<file path="src/rtl/ctrl_txn_profiler.sv">
// ---------------------------------------------------------------------------
// ctrl_txn_profiler
//
// Watches one HLS module's ap_ctrl handshake plus the iteration events of its
// pipelined loop. For every transaction it measures start cycle, inclusive
// start-to-done latency, iter_end count and pipe_stall cycles, then pushes one
// record into a small first-word-fall-through FIFO that a slower consumer
// drains over a valid/ready stream.
//
// Optional build macro: CTRL_TXN_PROFILER_II_EN
//   When defined, each record also carries the min/max initiation interval
//   (cycles between consecutive iter_start pulses) seen in the transaction.
//   When undefined, those ports do not exist and iter_start is ignored.
//
// Ports:
//   clock, reset          rising-edge clock, synchronous active-high reset
//   ap_start/ap_done/ap_continue  observed ap_ctrl handshake
//   iter_start/iter_end   loop iteration qualifiers
//   pipe_stall            loop pipeline blocked this cycle
//   rec_valid/rec_ready   record stream handshake
//   rec_id, rec_start_cyc, rec_latency, rec_iters, rec_stalls  record fields
//   rec_min_ii, rec_max_ii  (optional) initiation interval extremes
//   busy                  transaction in progress (RUN or HOLD)
//   overflow              sticky, a record was dropped on a full FIFO
//   drop_cnt              saturating count of dropped records
// ---------------------------------------------------------------------------
module ctrl_txn_profiler #(
  parameter int CNT_W      = 32,
  parameter int ID_W       = 16,
  parameter int FIFO_DEPTH = 8
) (
  input  logic             clock,
  input  logic             reset,
  input  logic             ap_start,
  input  logic             ap_done,
  input  logic             ap_continue,
  input  logic             iter_start,
  input  logic             iter_end,
  input  logic             pipe_stall,
  output logic             rec_valid,
  input  logic             rec_ready,
  output logic [ID_W-1:0]  rec_id,
  output logic [CNT_W-1:0] rec_start_cyc,
  output logic [CNT_W-1:0] rec_latency,
  output logic [CNT_W-1:0] rec_iters,
  output logic [CNT_W-1:0] rec_stalls,
  output logic             busy,
  output logic             overflow,
  output logic [CNT_W-1:0] drop_cnt
`ifdef CTRL_TXN_PROFILER_II_EN
  ,
  output logic [CNT_W-1:0] rec_min_ii,
  output logic [CNT_W-1:0] rec_max_ii
`endif
);

  localparam int AW = $clog2(FIFO_DEPTH);
  localparam logic [CNT_W-1:0] CNT_ONE = {{(CNT_W-1){1'b0}}, 1'b1};
  localparam logic [ID_W-1:0]  ID_ONE  = {{(ID_W-1){1'b0}}, 1'b1};
  localparam logic [AW:0]      PTR_ONE = {{AW{1'b0}}, 1'b1};

  typedef enum logic [1:0] {IDLE, RUN, HOLD} state_t;

  // Saturating increment: counters stick at all-ones instead of wrapping.
  function automatic logic [CNT_W-1:0] sat_inc(input logic [CNT_W-1:0] v,
                                               input logic en);
    if (en && (v != {CNT_W{1'b1}})) return v + CNT_ONE;
    return v;
  endfunction

  state_t state, state_next;

  logic [CNT_W-1:0] cyc;
  logic [ID_W-1:0]  next_id;
  logic [CNT_W-1:0] start_cyc, start_cyc_n;
  logic [CNT_W-1:0] lat, lat_n;
  logic [CNT_W-1:0] iters, iters_n;
  logic [CNT_W-1:0] stalls, stalls_n;
  logic             complete;

  // FIFO storage, one array per record field
  logic [ID_W-1:0]  mem_id    [FIFO_DEPTH];
  logic [CNT_W-1:0] mem_start [FIFO_DEPTH];
  logic [CNT_W-1:0] mem_lat   [FIFO_DEPTH];
  logic [CNT_W-1:0] mem_iters [FIFO_DEPTH];
  logic [CNT_W-1:0] mem_stall [FIFO_DEPTH];
  logic [AW:0]      wr_ptr, rd_ptr;
  logic [AW-1:0]    wr_idx, rd_idx;
  logic             empty, full, pop, push_ok, drop;

  // State register
  always_ff @(posedge clock) begin
    if (reset) state <= IDLE;
    else       state <= state_next;
  end

  // Next state plus next accumulator values. The accumulator "_n" values
  // already include this cycle's events, so on completion they are exactly
  // the record contents.
  always_comb begin
    state_next  = state;
    complete    = 1'b0;
    start_cyc_n = start_cyc;
    lat_n       = lat;
    iters_n     = iters;
    stalls_n    = stalls;
    case (state)
      IDLE: begin
        if (ap_start) begin
          start_cyc_n = cyc;
          lat_n       = CNT_ONE;
          iters_n     = iter_end   ? CNT_ONE : '0;
          stalls_n    = pipe_stall ? CNT_ONE : '0;
          if (ap_done && ap_continue) complete   = 1'b1;
          else                        state_next = RUN;
        end
      end
      RUN: begin
        lat_n    = sat_inc(lat, 1'b1);
        iters_n  = sat_inc(iters, iter_end);
        stalls_n = sat_inc(stalls, pipe_stall);
        if (ap_done) begin
          complete   = 1'b1;
          state_next = ap_continue ? IDLE : HOLD;
        end
      end
      HOLD: begin
        // ap_start in the releasing cycle is deliberately not seen; a new
        // transaction can only begin once we are back in IDLE.
        if (ap_continue) state_next = IDLE;
      end
      default: state_next = IDLE;
    endcase
  end

  // FIFO status. A push into a full FIFO is still accepted when the head is
  // popped in the same cycle, since the slot frees at the same edge.
  assign wr_idx  = wr_ptr[AW-1:0];
  assign rd_idx  = rd_ptr[AW-1:0];
  assign empty   = (wr_ptr == rd_ptr);
  assign full    = (wr_ptr[AW] != rd_ptr[AW]) && (wr_idx == rd_idx);
  assign pop     = !empty && rec_ready;
  assign push_ok = complete && (!full || pop);
  assign drop    = complete && full && !pop;

  // Counters, accumulators, FIFO pointers and drop tracking
  always_ff @(posedge clock) begin
    if (reset) begin
      cyc       <= '0;
      next_id   <= '0;
      start_cyc <= '0;
      lat       <= '0;
      iters     <= '0;
      stalls    <= '0;
      wr_ptr    <= '0;
      rd_ptr    <= '0;
      overflow  <= 1'b0;
      drop_cnt  <= '0;
    end else begin
      cyc       <= cyc + CNT_ONE;
      start_cyc <= start_cyc_n;
      lat       <= lat_n;
      iters     <= iters_n;
      stalls    <= stalls_n;
      if (complete) next_id <= next_id + ID_ONE;
      if (push_ok)  wr_ptr  <= wr_ptr + PTR_ONE;
      if (pop)      rd_ptr  <= rd_ptr + PTR_ONE;
      if (drop) begin
        overflow <= 1'b1;
        drop_cnt <= sat_inc(drop_cnt, 1'b1);
      end
    end
  end

  // Record storage is not reset; the pointers alone define what is valid.
  always_ff @(posedge clock) begin
    if (!reset && push_ok) begin
      mem_id[wr_idx]    <= next_id;
      mem_start[wr_idx] <= start_cyc_n;
      mem_lat[wr_idx]   <= lat_n;
      mem_iters[wr_idx] <= iters_n;
      mem_stall[wr_idx] <= stalls_n;
    end
  end

  // Fields read as zero while empty so stale storage is never exposed.
  assign rec_valid     = !empty;
  assign rec_id        = empty ? '0 : mem_id[rd_idx];
  assign rec_start_cyc = empty ? '0 : mem_start[rd_idx];
  assign rec_latency   = empty ? '0 : mem_lat[rd_idx];
  assign rec_iters     = empty ? '0 : mem_iters[rd_idx];
  assign rec_stalls    = empty ? '0 : mem_stall[rd_idx];
  assign busy          = (state != IDLE);

`ifdef CTRL_TXN_PROFILER_II_EN
  logic [CNT_W-1:0] last_is, last_is_n;
  logic [CNT_W-1:0] min_ii, min_ii_n, max_ii, max_ii_n, ii;
  logic             seen_is, seen_is_n;
  logic [CNT_W-1:0] mem_min [FIFO_DEPTH];
  logic [CNT_W-1:0] mem_max [FIFO_DEPTH];

  // Interval tracking: the first iter_start only timestamps; every later one
  // measures the gap from the previous pulse. Accumulates only in the start
  // cycle and in RUN, matching the other per-transaction counters.
  always_comb begin
    last_is_n = last_is;
    min_ii_n  = min_ii;
    max_ii_n  = max_ii;
    seen_is_n = seen_is;
    ii        = cyc - last_is;
    if (state == IDLE && ap_start) begin
      min_ii_n  = '1;
      max_ii_n  = '0;
      seen_is_n = iter_start;
      last_is_n = cyc;
    end else if (state == RUN && iter_start) begin
      if (seen_is) begin
        if (ii < min_ii) min_ii_n = ii;
        if (ii > max_ii) max_ii_n = ii;
      end
      seen_is_n = 1'b1;
      last_is_n = cyc;
    end
  end

  always_ff @(posedge clock) begin
    if (reset) begin
      last_is <= '0;
      min_ii  <= '1;
      max_ii  <= '0;
      seen_is <= 1'b0;
    end else begin
      last_is <= last_is_n;
      min_ii  <= min_ii_n;
      max_ii  <= max_ii_n;
      seen_is <= seen_is_n;
    end
  end

  always_ff @(posedge clock) begin
    if (!reset && push_ok) begin
      mem_min[wr_idx] <= min_ii_n;
      mem_max[wr_idx] <= max_ii_n;
    end
  end

  assign rec_min_ii = empty ? '0 : mem_min[rd_idx];
  assign rec_max_ii = empty ? '0 : mem_max[rd_idx];
`else
  // iter_start only feeds the interval feature, which is not built here.
  logic unused_iter_start;
  assign unused_iter_start = iter_start;
`endif

endmodule

</file>
<file path="config.mk">
export PLATFORM = sky130hd
export DESIGN_NAME = ctrl_txn_profiler
export DESIGN_NICKNAME = d
export VERILOG_FILES = /design/src/rtl/ctrl_txn_profiler.sv
export SDC_FILE = /design/constraint.sdc
export NUM_CORES = 2
export LEC_CHECK = 0
export ABC_AREA = 0
export CORE_MARGIN = 1.5
export CORE_UTILIZATION = 48
export CTS_CLUSTER_DIAMETER = 60
export CTS_CLUSTER_SIZE = 16
export DETAILED_ROUTE_END_ITERATION = 10
export GPL_TIMING_DRIVEN = 1
export PLACE_DENSITY = 0.68
export SLEW_MARGIN = 5
export SYNTH_ARGS = -nofsm -noshare
export SYNTH_HDL_FRONTEND = slang
export SYNTH_SLANG_ARGS = --single-unit
</file>
<file path="constraint.sdc">
create_clock -name clock -period 27.1 [get_ports clock]
set_input_delay 5.42 -clock clock [delete_from_list [all_inputs] [get_ports clock]]
set_output_delay 5.42 -clock clock [all_outputs]
set_load 0.1 [all_outputs]
</file>
==> reports/qor.yml <==
cts:
  htreeDepth: 3
  numCtsBuffers: 108
  clockBufferDepth: 3
  postCtsHoldBufs: 0
  cts_tree: "yes"
  clkLatencyLatePin_ps: 700
  root_buffer: "clkbuf_16"
  post_cts_buffers: 0
  post_cts_resized: 0
  numClockSinks: 1374
  clkTransAtPathRegs_ps: 70
synth:
  ys_top_cells_by_count: "edfxtp_1, nor2_1, mux4_2, dfxtp_1, nand2_1"
  synth_cell_types: 69
  yosys-top-cells-area: "edfxtp_1, mux4_2, dfxtp_1"
  synth_top_area_cell: "edfxtp_1"
  synth-main-ff-cell: "edfxtp_1"
  syn-instance-count: 3383
  synth_seq_area_share_pct: 70.4
  synth_area_per_cell_sq_um: 16.4
  synthesis.nets: 3400
  yosysTopAreaCellShare_pct: 62.4
  synth_most_common_cell: "edfxtp_1"
  synth_edf_count: 1152
  ys_warn_count: 0
  ys_seq_elements: 1374
  async_reset_ff_share_pct: 0
  netlist_area_sq_um: 55400
route:
  drt_wl_total_um: 122000
  wl_per_cell_um: 23.7
  drtPass1Iterations: 9
  vias: 30200
  routed_via_density: 5.87
  drc: 26
  ant_nets: 0
  drtIter0Drc: 2560
placement:
  gp_congestion: 0.847
  dp_hpwl_um: 67000
  port_buffers: 186
sta:
  hold_violations: 0
  slew_viol_final: 0
  rsz0062_at_grt: "false"
  holdWs_ps: 461
  relSlewSlack_pct: 12.7
  finalSetupTns_ps: 0
  clock.fmax_mhz: 84.4
  post-route-min-period_ps: 11850
  setup_violations: 0
  period_share_pct: 43.7
  skew_ps: 27.3
  worst_slew_pin_slew_ps: 1300
pwr:
  p_switching_mw: 1.37
  clkPwrFrac_pct: 33.4
  ir_drop_v: 0.0000530
  power.share.combinational_pct: 18.1
  internal_power_mw: 3.35
  p_leak_nw: 19.9
  p_per_area_nw_per_um2: 75.5
  p_sw_share_pct: 28.9
  seq_power_share_pct: 48.5
die:
  fp.coreArea_sq_um: 115000
  row_count: 124
  die_area_sq_um: 118000
  start_util_pct: 48.4
  dieWidth_um: 343
  dieHeight_um: 343
  io_pins: 188
worst_setup_path:
  worstPathMaxFanout: 118
  r2r_setup_slack_ps: 22370
  slowest_stage: "clkdlybuf4s50_1"
  crit_required_ps: 21680
  end_kind: "output port"
  crit_path_start_kind: "flip-flop"
  worstPathCellList: "buf_4 -> buf_4 -> buf_12 -> mux4_2 -> mux2i_1 -> nor2_1 -> clkdlybuf4s50_1"
  timing.critical_path.mode_cell: "buf_4"
  critPathMaxStageDelay_ps: 1010
  critPathKind: "reg2out"
  crit_arrival_ps: 6430
finish:
  drive_gt1_share_pct: 14.8
  nNetsFinal: 3556
  syn2layout_area_growth_pct: 12.7
grt:
  grt_pass1_vias: 30400
  grt_pass1_wl_um: 185000
  grt.overflow.total: 0
  grtUsageTotal_pct: 20.8
  grt_start_max_net_pins: 165
  antenna_found_initial: 2
run_status:
  violations: "design-rule violations"
  outcome: "finished, violations left"
worst_hold_path:
  min_path_type: "reg2reg"
run:
  cap_violations: 0
layout make-up:
type	count	area, sq um
Fill cell	8993	52000
Sequential cell	1374	39000
Multi-Input combinational cell	1789	15600
Clock buffer	160	3060
Timing Repair Buffer	237	2330
Tap cell	1512	1890
Clock inverter	37	414
Inverter	29	109
Antenna cell	3	7.51
cell families after synthesis:
kind of cell / share of synthesized area, %
AOI/OAI and AO/OA: 3.33
xor gates and xnor gates: 1.64
adders and majority gates: 0.181
buffers and inverters: 1.60
DFF: 70.4
muxes: 14.7
and+or+nand+nor: 8.15
power by group through the flow:
stage	sequential, mW	combinational, mW	clock (mW)
floorplan	2.33	0.672	0
global placement	2.34	0.865	0
detailed placement	2.34	0.866	0
CTS	2.29	0.868	1.60
global route	2.29	0.893	1.68
finish	2.29	0.854	1.57
cells in the final DEF (no fill, tap or decap), types with 48 or more instances in the layout:
| cell | count |
|---|---|
| dfxtp_1 | 219 |
| nand4_1 | 54 |
| clkdlybuf4s50_1 | 185 |
| a21oi_1 | 97 |
| xnor2_1 | 56 |
| o21ai_0 | 88 |
| mux4_2 | 288 |
| clkbuf_16 | 114 |
| mux2i_1 | 163 |
| edfxtp_1 | 1152 |
| nor2_1 | 307 |
| nand3_1 | 85 |
| nand2_1 | 213 |
| xor2_1 | 48 |
layer usage:
metal  routed length (um)  global-route usage, %  up-vias
met2                60800                   35.0      817
met4                 2270                   5.05        4
met1                51500                   28.6    15600
met3                 7060                   3.24      150
met5                   27                      0        -
li1                     -                      -    13500
state kept, by name, indices dropped and copies added (netlist names), 16 cells and up, named ones only:
signal	flops
mem_stall	256
mem_id	128
mem_lat	256
mem_iters	256
mem_start	256
cyc	32
start_cyc	32
drop_cnt	32
lat	32
next_id	16
iters	32
stalls	32
metrics by stage:
step | instance area, sq um | power [mW] | setup slack [ps] | util [%] | cells
3_3_place_gp | 59000 | 3.20 | 15840 | 51.5 | 4941
2_1_floorplan | 55400 | 3.00 | 5240 | - | 3383
3_5_place_dp | 59000 | 3.20 | 15850 | 51.5 | 4941
4_1_cts | 62500 | 4.76 | 15080 | 54.5 | 5138
5_1_grt | 62500 | 4.86 | 14730 | 54.5 | 5138
6_report | 62500 | 4.72 | 15250 | 54.6 | 5141
final timing paths:
check                 start              end  cells past startpoint
setup reg to reg   state[0]  mem_iters[6][6]                      8
hold / removal     overflow         overflow                      2
setup / recovery  flip-flop    rec_stalls[9]                      7
hold reg to reg    overflow         overflow                      2
worst max-delay path: cells and delay by family, from the launching register on:
| kind | cells | cell delay [ps] |
|---|---|---|
| buf+inv | 4 | 3400 |
| mux | 2 | 1070 |
| flops | 1 | 790 |
| simple gates | 1 | 100 |
Power figures use the tool's default switching activity.
